### src/rtl/video_mem_arbiter.sv
// Shares one single-port RAM between the video fetch engine (strict priority, fixed 1-cycle latency)
// and the CPU valid/ready bus. Optional stall counter: define VIDEO_MEM_ARB_STATS_EN.
module video_mem_arbiter #(
  parameter int unsigned ADDR_W  = 12,
  parameter int unsigned STALL_W = 16
) (
  input  logic               clk,
  input  logic               n_reset,
  input  logic               cpu_valid,
  input  logic               cpu_sel,
  input  logic [3:0]         cpu_wstrb,
  input  logic [31:0]        cpu_addr,
  input  logic [31:0]        cpu_wdata,
  output logic [31:0]        cpu_rdata,
  output logic               cpu_ready,
  input  logic               vid_req,
  input  logic [31:0]        vid_addr,
  output logic [31:0]        vid_rdata,
  output logic               vid_valid,
  output logic               ram_en,
  output logic [3:0]         ram_we,
  output logic [ADDR_W-1:0]  ram_addr,
  output logic [31:0]        ram_wdata,
  input  logic [31:0]        ram_rdata,
  output logic [STALL_W-1:0] stall_count
);

  typedef enum logic [1:0] {
    ST_IDLE = 2'd0,
    ST_WAIT = 2'd1,
    ST_DONE = 2'd2
  } state_e;

  state_e      state_q, state_d;
  logic        cpu_ready_q, cpu_ready_d;
  logic        vid_valid_q;
  logic [31:0] cpu_rdata_q, cpu_rdata_d;
  logic        cpu_req;
  logic        issue_cpu;
  logic        stall_inc;

  // Address bits outside the RAM word range are intentionally ignored.
  logic unused_addr_bits;
  assign unused_addr_bits = ^{cpu_addr[31:ADDR_W+2], cpu_addr[1:0],
                              vid_addr[31:ADDR_W+2], vid_addr[1:0]};

  assign cpu_req = cpu_valid & cpu_sel & ~cpu_ready_q;

  always_comb begin
    state_d     = state_q;
    cpu_ready_d = 1'b0;
    cpu_rdata_d = cpu_rdata_q;
    issue_cpu   = 1'b0;
    stall_inc   = 1'b0;
    case (state_q)
      ST_IDLE: begin
        if (cpu_req) begin
          if (vid_req) begin
            stall_inc = 1'b1;
          end else begin
            issue_cpu = 1'b1;
            state_d   = ST_WAIT;
          end
        end
      end
      ST_WAIT: begin
        cpu_rdata_d = ram_rdata;
        cpu_ready_d = 1'b1;
        state_d     = ST_DONE;
      end
      ST_DONE: state_d = ST_IDLE;
      default: state_d = ST_IDLE;
    endcase
  end

  // RAM port is combinational; video always owns the port when it requests.
  always_comb begin
    ram_en    = n_reset & (vid_req | issue_cpu);
    ram_we    = (n_reset & issue_cpu) ? cpu_wstrb : 4'b0000;
    ram_addr  = vid_req ? vid_addr[ADDR_W+1:2] : cpu_addr[ADDR_W+1:2];
    ram_wdata = cpu_wdata;
  end

  always_ff @(posedge clk or negedge n_reset) begin
    if (!n_reset) begin
      state_q     <= ST_IDLE;
      cpu_ready_q <= 1'b0;
      vid_valid_q <= 1'b0;
      cpu_rdata_q <= 32'h0;
    end else begin
      state_q     <= state_d;
      cpu_ready_q <= cpu_ready_d;
      vid_valid_q <= vid_req;
      cpu_rdata_q <= cpu_rdata_d;
    end
  end

  assign cpu_ready = cpu_ready_q;
  assign cpu_rdata = cpu_rdata_q;
  assign vid_valid = vid_valid_q;
  assign vid_rdata = ram_rdata;

`ifdef VIDEO_MEM_ARB_STATS_EN
  logic [STALL_W-1:0] stall_q;

  // Saturating count of IDLE cycles the CPU lost to a colliding video request.
  always_ff @(posedge clk or negedge n_reset) begin
    if (!n_reset) begin
      stall_q <= '0;
    end else if (stall_inc && (stall_q != {STALL_W{1'b1}})) begin
      stall_q <= stall_q + STALL_W'(1);
    end
  end

  assign stall_count = stall_q;
`else
  logic unused_stall;
  assign unused_stall = stall_inc;
  assign stall_count  = '0;
`endif

endmodule
### config.mk
export PLATFORM = sky130hd
export DESIGN_NAME = video_mem_arbiter
export DESIGN_NICKNAME = d
export VERILOG_FILES = /design/src/rtl/video_mem_arbiter.sv
export SDC_FILE = /design/constraint.sdc
export NUM_CORES = 1
export LEC_CHECK = 0
export BUFFER_PORTS_ARGS = -buffer_cell sky130_fd_sc_hd__buf_2
export CELL_PAD_IN_SITES_DETAIL_PLACEMENT = 1
export CELL_PAD_IN_SITES_GLOBAL_PLACEMENT = 1
export CORE_AREA = 8 8 110 112
export DETAILED_ROUTE_END_ITERATION = 8
export DIE_AREA = 0 0 118 120
export PLACE_DENSITY = 0.88
export SLEW_MARGIN = 20
export SYNTH_ARGS = -nofsm -noshare
export SYNTH_HDL_FRONTEND = slang
export SYNTH_SLANG_ARGS = --single-unit
### constraint.sdc
create_clock -name clk -period 1.6 [get_ports clk]
set_input_delay 0.16 -clock clk [delete_from_list [all_inputs] [get_ports clk]]
set_output_delay 0.16 -clock clk [all_outputs]
set_load 0.005 [all_outputs]
Yosys cells after proc, flatten, opt, wreduce, memory -nomap -nowiden --
Index checks and enable logic that the tools add are counted. W data, S select, Z words.
Word-level totals: bits in registers 36, input port bits 137, output and inout bits 131, word-level logic and storage cells 24
Cells by class: eq/ne operators 3, multiplexer cells 9, bitwise logic cells 6, reductions and logical operators 2
Operator list (count):
- $mux W12 | 1
- $and A1 B1 Y1 | 4
- $mux W1 | 4
- $mux W2 | 2
- $mux W4 | 1
- $ne A2 B2 Y1 const B | 2
- $pmux W2 S2 | 1
- $eq A2 B1 Y1 const B | 1
- $logic_not A2 Y1 | 1
- $reduce_and A2 Y1 | 1
- $not A1 Y1 | 1
- $or A1 B1 Y1 | 1

Longest topological paths before layout --
depth after elaboration 6, gate-level depth with buffers 4, gate-level depth less buffers 2

Worst setup path after synthesis --
OpenSTA, ideal clock, no wires.
path kind reg-to-output, start reg state_q[1], end out ram_we[0], data arrival time 1202 ps, required time 1440 ps, slack 238 ps, stages on the path, launching flop included 4, buffers on the path 1, cells stage by stage dfrtp_1 -> or4b_1 -> buf_2 -> nor3_1
On the way: longest elaborated chain between the ends 4
Ends and longest elaborated chain:
- start: declaration | RTL line 34 | state_e state_q, state_d;
- start signal: assignment | RTL line 91 | state_q <= state_d;
- $logic_not A2 Y1 | RTL line 55 | case (state_q)
- $mux W1 | RTL line 55
- $and A1 B1 Y1 | RTL line 79 | ram_we = (n_reset & issue_cpu) ? cpu_wstrb : 4'b0000;
- $mux W4 | RTL line 79
- end: declaration | RTL line 21 | output logic [3:0] ram_we,
Every way passes these cells.

Worst setup path in the final report --
start reg state_q[1], end out ram_we[3]
The elaborated chain is that of the path after synthesis.

==> reports/qor.csv <==
metric;value;unit
io pins;268;
# rows;38;
P_leak;1.376;nW
drt wl/cell;15.42;um
Ys Warns;0;
Buffers on Ports;147;
max cap viols;0;
Critical Path End Type;output pin;
H-tree depth;2;
DRC Markers;0;
CP endpoint;ram_we[3];
DRT Pass-1 Iters;3;
worst vdd ir;0.3172;mV
Final Util;0.2511;
register share of total power;0.458;
Vias;1483;
cell taking the most area after synthesis;dfrtp_1;
reg2reg start;state_q[1];
DP HPWL;5364;um
Critical Path Start;state_q[1];
dpl cells;403;
endpoints failing hold;0;
global route overflow;0;
fillers;1226;
Setup TNS Final;-598.2;ps
cell area power density;1011;nW/um^2
R2R setup slack;220;ps
Hold WC Path Type;input pin to asynchronous set/reset pin;
CORE AREA;10510;sq um
Syn-to-layout area delta;24.65;%
largest net degree at the start of global routing;37;
CTS Buf Count;5;
overall power;2.668;mW
fmax;578.4;MHz
final setup violation count;5;
later-pin clock latency in the skew report;280;ps
RSZ-0062 raised after global routing;true;
status;finished, violations left;
crit path DAT;1570;ps
Gate power share;0.280;
Period minus WS final;1729;ps
Final #Nets;408;
Die Ht;120;um
Starting Density;0.2015;
placer's final routability congestion estimate;0.6823;
area of the multi-input gates;658.1;sq um
initial drt markers;7;
cells after synthesis;182;
initial antenna violation count;0;
crit path kind;flip-flop to output pin;
FF/Latch Area;900.9;sq um
clock power share;0.262;
top cell type's share of synthesized area;0.4255;
Die Footprint;14160;sq um
CP max FO;6;
most frequent cells in the layout;147 x buf_2, 44 x mux2_2, 36 x dfrtp_1, 16 x conb_1, 6 x clkbuf_8;
Tot GR Track Use;0.08911;
total wire length;6355;um
first-pass GRT wire length;10140;um
antenna-violating nets left;0;
Pins Over Slew Limit;0;
CP Launch Type;flip-flop;
post-route insts no fill;412;
CTS tree;yes;
Placement Setup Slack;18.21;ps
sequential share of the synthesized area;0.4255;
top cells by area, synth;dfrtp_1 43%, buf_4 28%, mux2_2 23%;
vias in the first global route;1887;
synth unique cells;13;
clock-pin slew on the worst setup and hold paths;80;ps
Setup WS post-layout;-129.0;ps
CTS Root Buffer Type;clkbuf_8;
violated checks;setup timing;
die width;118;um
Final period util;1.081;
switching power share of the total;0.2836;
internal power;1.911;mW
# hold bufs at CTS;0;
FF+latch count, synth;36;
share of cells above drive strength 1;0.7794;
synthesized area;2117;sq um
antenna diode count;0;
R2R depth;3;
Mean Syn Cell Area;11.63;sq um
Worst R2R End;state_q[0];
Critical Path RT;1440;ps
net switching power;756.6;uW
CTS sink cnt;36;
leading cell type in the layout, fill and taps excluded;buf_2;
Layout Skew;5.581;ps
vias per cell;3.600;
CTS max path bufs;2;
## metrics by stage
step	instance area, sq um	hold WS [ps]
final	2639	5.158
after global routing	2639	60.55
after CTS	2624	36.27
after detailed placement	2511	320.0
after global placement	2511	320.0
after floorplan	2173	-135.6
## metal layers
layer / wire (um) / vias to the layer above / GRT usage
met5: 0 / - / 0
met4: 74 / 0 / 0.02642
met3: 621 / 13 / 0.04368
met2: 3515 / 86 / 0.1686
met1: 2144 / 709 / 0.08293
li1: - / 675 / -
## synthesized netlist by cell type
cell type / number
buf_2: 6
buf_4: 80
conb_1: 1
dfrtp_1: 36
inv_1: 4
mux2_2: 44
nand2_1: 1
nand3b_1: 1
nor2b_1: 2
nor3_1: 4
nor3b_2: 1
o21ai_0: 1
or4b_1: 1
## worst min-delay path by stage
stage / from / end / slack [ps] / cells after the start
floorplan: n_reset / cpu_rdata[0] / -140 / 0
global placement: cpu_wdata[0] / ram_wdata[0] / 320 / 0
detailed placement: cpu_wdata[0] / ram_wdata[0] / 320 / 0
CTS: n_reset / cpu_rdata[13] / 40 / 2
global route: n_reset / cpu_rdata[13] / 60 / 2
finish: n_reset / cpu_ready / 5 / 2
## power groups by stage
| stage | clock, mW | combinational, mW | sequential [mW] |
|---|---|---|---|
| 2_1_floorplan | 0 | 0.418 | 1.26 |
| 3_3_place_gp | 0 | 0.733 | 1.23 |
| 3_5_place_dp | 0 | 0.766 | 1.25 |
| 4_1_cts | 0.759 | 0.772 | 1.23 |
| 5_1_grt | 0.794 | 0.835 | 1.26 |
| 6_report | 0.699 | 0.747 | 1.22 |
## area by class of cell
type	count	share of cell area
sequential	36	0.3414
timing repair buffer	153	0.3006
multi-input combinational	71	0.2494
tap	140	0.06638
clock buffer	6	0.03129
inverter	4	0.005690
clock inverter	2	0.005216
## what timing repair did
item	in CTS	in global routing
setup endpoints to repair	5	5
resized for setup	2	3
setup buffers	1	0
pin swaps	0	1
## registers in the layout, summed over array words and instances (netlist names)
signal / flops
vid_valid: 1
cpu_rdata: 32
state_q: 2
cpu_ready: 1
## logic make-up after synthesis
| kind of cell | Yosys count | synth area share |
|---|---|---|
| buffers and inverters | 90 | 0.3050 |
| muxes | 44 | 0.2340 |
| and+or+nand+nor | 10 | 0.03132 |
| AOI/OAI and AO/OA | 1 | 0.002362 |
| other | 1 | 0.001771 |
| DFF | 36 | 0.4255 |
## critical path: stages (launching register included)
cell	delay, ps
dfrtp_1	380
or4b_4	580
nor3_2	180
buf_2	140
No activity file was read; power rests on OpenSTA's default activity.
